<file path="config.mk">
export PLATFORM = sky130hd
export DESIGN_NAME = uart_txd
export DESIGN_NICKNAME = d
export VERILOG_FILES = /design/src/rtl/uart_txd.sv
export SDC_FILE = /design/constraint.sdc
export NUM_CORES = 1
export LEC_CHECK = 0
export BUFFER_PORTS_ARGS = -buffer_cell sky130_fd_sc_hd__buf_2
export CORE_ASPECT_RATIO = 1.5
export CORE_MARGIN = 2
export CORE_UTILIZATION = 43
export CTS_CLUSTER_SIZE = 28
export DETAILED_ROUTE_END_ITERATION = 16
export SYNTH_ARGS = -nofsm -noshare
export SYNTH_HDL_FRONTEND = slang
export SYNTH_SLANG_ARGS = --single-unit
</file>
<file path="constraint.sdc">
create_clock -name clk -period 2.53 [get_ports clk]
set_clock_uncertainty 0.15 [all_clocks]
set_input_delay 0.1265 -clock clk [delete_from_list [all_inputs] [get_ports clk]]
set_output_delay 0.1265 -clock clk [all_outputs]
set_load 0.02 [all_outputs]
</file>
<file path="src/rtl/uart_txd.sv">
// rtl/uart_txd.sv - 8-bit UART transmitter; optional even parity bit via UART_TXD_PARITY_EN
module uart_txd #(
    parameter int CLOCK_FREQUENCY = 100_000_000,
    parameter int BAUD_RATE       = 115200,
    parameter int MSB_FIRST       = 0
) (
    input  logic       clk,
    input  logic       rst,
    input  logic [7:0] data_i,
    input  logic       valid_i,
    output logic       ready_o,
    output logic       txd,
    output logic       done_o
);
    localparam int LENGTH_BAUD = CLOCK_FREQUENCY / BAUD_RATE;
    localparam int CNT_W       = $clog2(LENGTH_BAUD);
    localparam logic [CNT_W-1:0] CNT_MAX = CNT_W'(LENGTH_BAUD - 1);

`ifdef UART_TXD_PARITY_EN
    typedef enum logic [2:0] {IDLE, START, DATA, PARITY, STOP} state_t;
`else
    typedef enum logic [1:0] {IDLE, START, DATA, STOP} state_t;
`endif

    state_t           state, state_next;
    logic [CNT_W-1:0] cnt, cnt_next;
    logic [2:0]       bit_cnt, bit_next;
    logic [7:0]       shift, shift_next;
    logic             txd_next, done_next, boundary, accept;
`ifdef UART_TXD_PARITY_EN
    logic             parity, parity_next;
`endif

    always_comb begin
        state_next = state;
        cnt_next   = cnt;
        bit_next   = bit_cnt;
        shift_next = shift;
        done_next  = 1'b0;
        boundary   = (cnt == CNT_MAX);
        accept     = 1'b0;
        if (state != IDLE) begin
            cnt_next = boundary ? '0 : cnt + CNT_W'(1);
        end
        case (state)
            IDLE: begin
                if (valid_i && ready_o) begin
                    accept     = 1'b1;
                    shift_next = data_i;
                    cnt_next   = '0;
                    state_next = START;
                end
            end
            START: begin
                if (boundary) begin
                    state_next = DATA;
                    bit_next   = 3'd0;
                end
            end
            DATA: begin
                if (boundary) begin
                    shift_next = (MSB_FIRST != 0) ? {shift[6:0], 1'b1} : {1'b1, shift[7:1]};
                    bit_next   = bit_cnt + 3'd1;
                    if (bit_cnt == 3'd7) begin
`ifdef UART_TXD_PARITY_EN
                        state_next = PARITY;
`else
                        state_next = STOP;
`endif
                    end
                end
            end
`ifdef UART_TXD_PARITY_EN
            PARITY: begin
                if (boundary) state_next = STOP;
            end
`endif
            STOP: begin
                if (boundary) begin
                    state_next = IDLE;
                    done_next  = 1'b1;
                end
            end
            default: state_next = IDLE;
        endcase
    end

`ifdef UART_TXD_PARITY_EN
    assign parity_next = accept ? ^data_i : parity;
`endif

    // txd is registered from the next state so each line bit starts exactly on its edge.
    always_comb begin
        txd_next = 1'b1;
        case (state_next)
            START:   txd_next = 1'b0;
            DATA:    txd_next = (MSB_FIRST != 0) ? shift_next[7] : shift_next[0];
`ifdef UART_TXD_PARITY_EN
            PARITY:  txd_next = parity_next;
`endif
            default: txd_next = 1'b1;
        endcase
    end

    always_ff @(posedge clk) begin
        if (rst) begin
            state   <= IDLE;
            cnt     <= '0;
            bit_cnt <= 3'd0;
            shift   <= 8'hFF;
            txd     <= 1'b1;
            ready_o <= 1'b1;
            done_o  <= 1'b0;
        end else begin
            state   <= state_next;
            cnt     <= cnt_next;
            bit_cnt <= bit_next;
            shift   <= shift_next;
            txd     <= txd_next;
            ready_o <= (state_next == IDLE);
            done_o  <= done_next;
        end
    end

`ifdef UART_TXD_PARITY_EN
    always_ff @(posedge clk) begin
        if (rst) parity <= 1'b0;
        else     parity <= parity_next;
    end
`endif
endmodule

</file>
# Yosys cells after proc, flatten, opt, wreduce, memory -nomap -nowiden
# Index checks and enable logic that the tools add are counted.
[totals] mem_bits_ro=0 mem_count=0 latchBits=0 register_bits=26 elab_cells=48 ramBits=0
[classes] order_cmp=0 mul=0 shift=0 n_bitwise=1 muxes=18 eq_ne=10 reduce_logical=9 div_mod_pow=0 addsub=2
[ops] operator="$mux W10" n=4
[ops] operator="$mux W8" n=2
[ops] operator="$pmux W8 S2" n=1
[ops] operator="$add A10 B1 Y10 const B" n=1
[ops] operator="$eq A10 B10 Y1 const B" n=1
[ops] operator="$mux W2" n=5
[ops] operator="$pmux W2 S4" n=1
[ops] operator="$eq A2 B2 Y1 const B" n=3
[ops] operator="$mux W3" n=2
[ops] operator="$ne A2 B2 Y1 const B" n=3
[ops] operator="$pmux W3 S2" n=1
[ops] operator="$reduce_and A3 Y1" n=2
[ops] operator="$reduce_bool A2 Y1" n=3
[ops] operator="$eq A2 B1 Y1 const B" n=2
[ops] operator="$logic_not A2 Y1" n=2
[ops] operator="$add A3 B1 Y3 const B" n=1
[ops] operator="$eq A3 B3 Y1 const B" n=1
[ops] operator="$pmux W1 S2" n=1
[ops] operator="$reduce_or A2 Y1" n=1
[ops] operator="$logic_and A1 B1 Y1" n=1
[ops] operator="$mux W1" n=1
[ops] operator="$not A1 Y1" n=1

# Depth between registers and ports, before layout
[depth] ltp_word=6 ltp_mapped=6

# Least setup slack after synthesis
# No wires, ideal clock.
[synth_timing] path_type="register to register" startpoint="register ready_o" endpoint="register shift[7]" slack_ns=0.668 arrival_ns=1.580 path_stages_with_launch=4 cell_sequence="dfxtp_1 nor4bb_1 mux2_2 or3_2"
[synth_via] elab_chain_cells=3
[synth_rtl] item="start, declared" line="11" rtl="output logic ready_o,"
[synth_rtl] item="start signal, assigned" line="120" rtl="ready_o <= (state_next == IDLE);"
[synth_rtl] item="$logic_and A1 B1 Y1" line="47" rtl="if (valid_i && ready_o) begin"
[synth_rtl] item="$ne A2 B2 Y1 (no line)"
[synth_rtl] item="$reduce_and A3 Y1 (no line)"
[synth_rtl] item="end signal, assigned" line="118" rtl="shift <= shift_next;"
[synth_rtl] item="end, declared" line="28" rtl="logic [7:0] shift, shift_next;"
# Every way passes these cells.
# A chain may end at the register's enable or synchronous reset.

# Worst setup path in the final report
[layout_timing] startpoint="register state[1]" endpoint="register shift[7]"
[layout_via] elab_chain_cells=3
[layout_rtl] item="start, declared" line="25" rtl="state_t state, state_next;"
[layout_rtl] item="start signal, assigned" line="115" rtl="state <= state_next;"
[layout_rtl] item="$eq A2 B2 Y1 / $logic_not A2 Y1 (equally long branches)" line="45" rtl="case (state)"
[layout_rtl] item="$ne A2 B2 Y1 (no line) / $reduce_bool A2 Y1 (equally long branches)"
[layout_rtl] item="$reduce_and A3 Y1 (no line)"
# Parallel ways exist; a longest one is shown, timed or not.

==> out/metrics.json <==
{
  "status": "complete, no violations",
  "fp.dieH_um": 70.1,
  "synth.net_count": 150,
  "flow.area_growth_from_synthesis_pct": 10.5,
  "post-dp-hpwl_um": 1800,
  "core_area_um2": 2850,
  "reg2reg_to": "shift[7]",
  "grt_start_max_net_pins": 21,
  "hold_ws_ns": 0.00728,
  "port-buffer-count": 13,
  "holdCritPathClass": "input pin to flip-flop",
  "p_sw_mw": 0.177,
  "grt_usage": 0.152,
  "synth_cells": 136,
  "synth-seq-cells": 26,
  "min_path_cells": 3,
  "cp.required_ns": 2.53,
  "post-route-drc-count": 0,
  "synth_top_cells_by_area": "sky130_fd_sc_hd__dfxtp_1, sky130_fd_sc_hd__nor2_1, sky130_fd_sc_hd__a221o_2, sky130_fd_sc_hd__xnor2_1, sky130_fd_sc_hd__a21o_1",
  "cp-end-kind": "flip-flop",
  "diode_insertion_count_for_antenna_repair": 0,
  "finalWorstPathRequiredPeriod_ns": 1.95,
  "yosysWarnings": 0,
  "synth-seq-area-share": 0.415,
  "internal-power_mw": 0.572,
  "r2r_start": "state[1]",
  "overflow": 0,
  "cts.sink_count": 26,
  "synth_top_cell_by_area": "sky130_fd_sc_hd__dfxtp_1",
  "finalSetupTns_ns": 0,
  "power_per_cell_area_nw_per_um2": 540,
  "synth_top_flop_cell": "sky130_fd_sc_hd__dfxtp_1",
  "setup_ws_ns": 0.579,
  "grt_setup_unrepaired": "no",
  "avgSynthCellArea_um2": 9.22,
  "route.antenna.remaining_nets": 0,
  "drt_first_pass_iters": 4,
  "route.vias.total": 1019,
  "netlist-cell-type-count": 45,
  "initial_utilization": 0.439,
  "fp.dieArea_um2": 3370,
  "via_count_of_the_first_global_routing_pass": 888,
  "period_share": 0.771,
  "net_sw_frac": 0.236,
  "initial_drc_count": 13,
  "drive_gt1_frac": 0.224,
  "cts_hold_buffers_added": 0,
  "p_leak_nw": 0.511,
  "clock_insertion_delay_worst_skew_ns": 0.27,
  "report.final.hold_viol_count": 0,
  "clk_root_buffer_cell": "sky130_fd_sc_hd__clkbuf_8",
  "io_pins": 14,
  "crit_type": "flip-flop to flip-flop",
  "regToRegSetupSlack_ns": 0.58,
  "achievable-frequency_mhz": 513,
  "antenna_found_initial": 0,
  "cp-start-kind": "flip-flop",
  "ir_drop_mv": 0.369,
  "ys_async_sr_fraction": 0,
  "num_rows": 24,
  "cts.reportedPaths.clkPinSlew_ns": 0.09,
  "design.final.nets": 163,
  "cts_buffers": 3,
  "die_x_um": 48.1,
  "dpl_worst_slack_ns": 0.588,
  "grt_first_pass_wirelength_um": 3760,
  "ctsHtreeMaxLevel": 1,
  "cp.arrival_ns": 1.95,
  "viasPerCell": 5.48,
  "cts_tree": "built",
  "edff_count_synth": 0,
  "rr_worst_depth": 3,
  "cts-root-to-sink-buffers": 2,
  "crit_path_max_fanout": 14,
  "synthesis.area_um2": 1250,
  "drv.max_cap_violation_count": 0,
  "area_share_of_the_leading_cell_type_in_the_synthesized_netlist": 0.415,
  "whs_endpoint": "shift[5]",
  "hold_path_startpoint": "data_i[5]",
  "timing_worst_slew_pin_value_ns": 0.457,
  "wl_per_cell_um": 12.9,
  "layout.filler_cells": 292,
  "finalWeightedCongestion": 0.754,
  "seq_power_share": 0.590,
  "setup_violations": 0,
  "clock_power_frac": 0.307,
  "final_max_slew_viol_count": 0,
  "post_cts.repair.setup_buffers": 0,
  "cts_resized": 0,
  "pwr-share-comb": 0.103,
  "wl_um": 2400,
  "slew-limit-headroom": 0.695
}
[cells in the final DEF (no fill, tap or decap), drive strengths merged, types with 2 or more instances in the layout]
cell type  count
nand4          3
or2            2
a2bb2oi        2
a21oi          2
xor2           2
clkbuf         3
and2           2
a21o           7
o21ai          5
ha             3
a31oi          3
or3            3
dfxtp         26
xnor2          7
nand3          3
nor2          18
a221o          6
nand2          8
inv            3
buf           15
o22ai          2
nor3           4
[metal layers]
metal,track usage,vias to the layer above,part of all wire
met5,0,-,0
met4,0.0631,0,0.019
met3,0.0233,5,0.016
met2,0.255,15,0.51
met1,0.180,480,0.45
li1,-,519,-
[registers in the layout (all words and copies together) (netlist names)]
| name | count |
|---|---|
| state | 2 |
| ready_o | 1 |
| cnt | 10 |
| txd | 1 |
| done_o | 1 |
| bit_cnt | 3 |
| shift | 8 |
[critical path, cell delays in order, from the launching register on]
cell	delay, ns
sky130_fd_sc_hd__dfxtp_1	0.46
sky130_fd_sc_hd__nor4bb_1	0.45
sky130_fd_sc_hd__mux2_2	0.38
sky130_fd_sc_hd__or3_2	0.40
[cells by family (layout without fill, tap and decap cells)]
kind of cell | count (synthesis) | after routing | synth area share
buffers and inverters | 10 | 21 | 0.0399
adder cells (fa/ha/maj) | 3 | 3 | 0.0299
XOR/XNOR | 9 | 9 | 0.0629
flip-flops | 26 | 26 | 0.415
AND/OR/NAND/NOR | 53 | 53 | 0.229
multiplexers | 1 | 1 | 0.00898
AO/OA/AOI/OAI | 34 | 34 | 0.215
[Yosys cell counts (3+ instances only)]
| cell | instances |
|---|---|
| sky130_fd_sc_hd__nand3_1 | 3 |
| sky130_fd_sc_hd__o21ai_0 | 4 |
| sky130_fd_sc_hd__a21o_1 | 7 |
| sky130_fd_sc_hd__nor2_1 | 18 |
| sky130_fd_sc_hd__dfxtp_1 | 26 |
| sky130_fd_sc_hd__inv_1 | 3 |
| sky130_fd_sc_hd__a31oi_1 | 3 |
| sky130_fd_sc_hd__a221o_2 | 6 |
| sky130_fd_sc_hd__nand4_1 | 3 |
| sky130_fd_sc_hd__clkbuf_1 | 4 |
| sky130_fd_sc_hd__ha_1 | 3 |
| sky130_fd_sc_hd__nor3_1 | 4 |
| sky130_fd_sc_hd__nand2_1 | 8 |
| sky130_fd_sc_hd__xnor2_1 | 7 |
[area by class of cell]
type / instances / area, µm² / share of cell area
clock buffers: 3 / 41.3 / 0.0298
inverters: 3 / 11.3 / 0.00813
multi-input cells: 100 / 683 / 0.493
flip-flops and latches: 26 / 520 / 0.376
well taps: 39 / 48.8 / 0.0352
repair buffers: 15 / 80.1 / 0.0578
[through the flow]
step | utilization | total power [mW] | cell area [µm²] | cells
after floorplan | - | 0.506 | 1250 | 136
after global placement | 0.471 | 0.527 | 1340 | 183
after detailed placement | 0.471 | 0.529 | 1340 | 183
after CTS | 0.486 | 0.759 | 1390 | 186
after global routing | 0.486 | 0.779 | 1390 | 186
final | 0.486 | 0.749 | 1390 | 186
[power by group through the flow]
stage          clock network (mW)  logic, mW  registers [mW]
6_report                    0.230     0.0772           0.441
5_1_grt                     0.250     0.0853           0.444
4_1_cts                     0.239     0.0788           0.442
3_5_place_dp                    0     0.0783           0.451
3_3_place_gp                    0     0.0771           0.450
2_1_floorplan                   0     0.0567           0.449
[worst max path at each step]
stage               slack (ns)  depth (start not counted)      from        to
finish                    0.58                          3  state[1]  shift[7]
global route              0.47                          3  state[0]  shift[7]
CTS                       0.57                          3  state[0]  shift[7]
detailed placement        0.59                          3  state[0]  shift[7]
global placement          0.66                          3  state[0]  shift[7]
floorplan                 0.67                          3   ready_o  shift[7]
(Power assumes the default switching activity.)
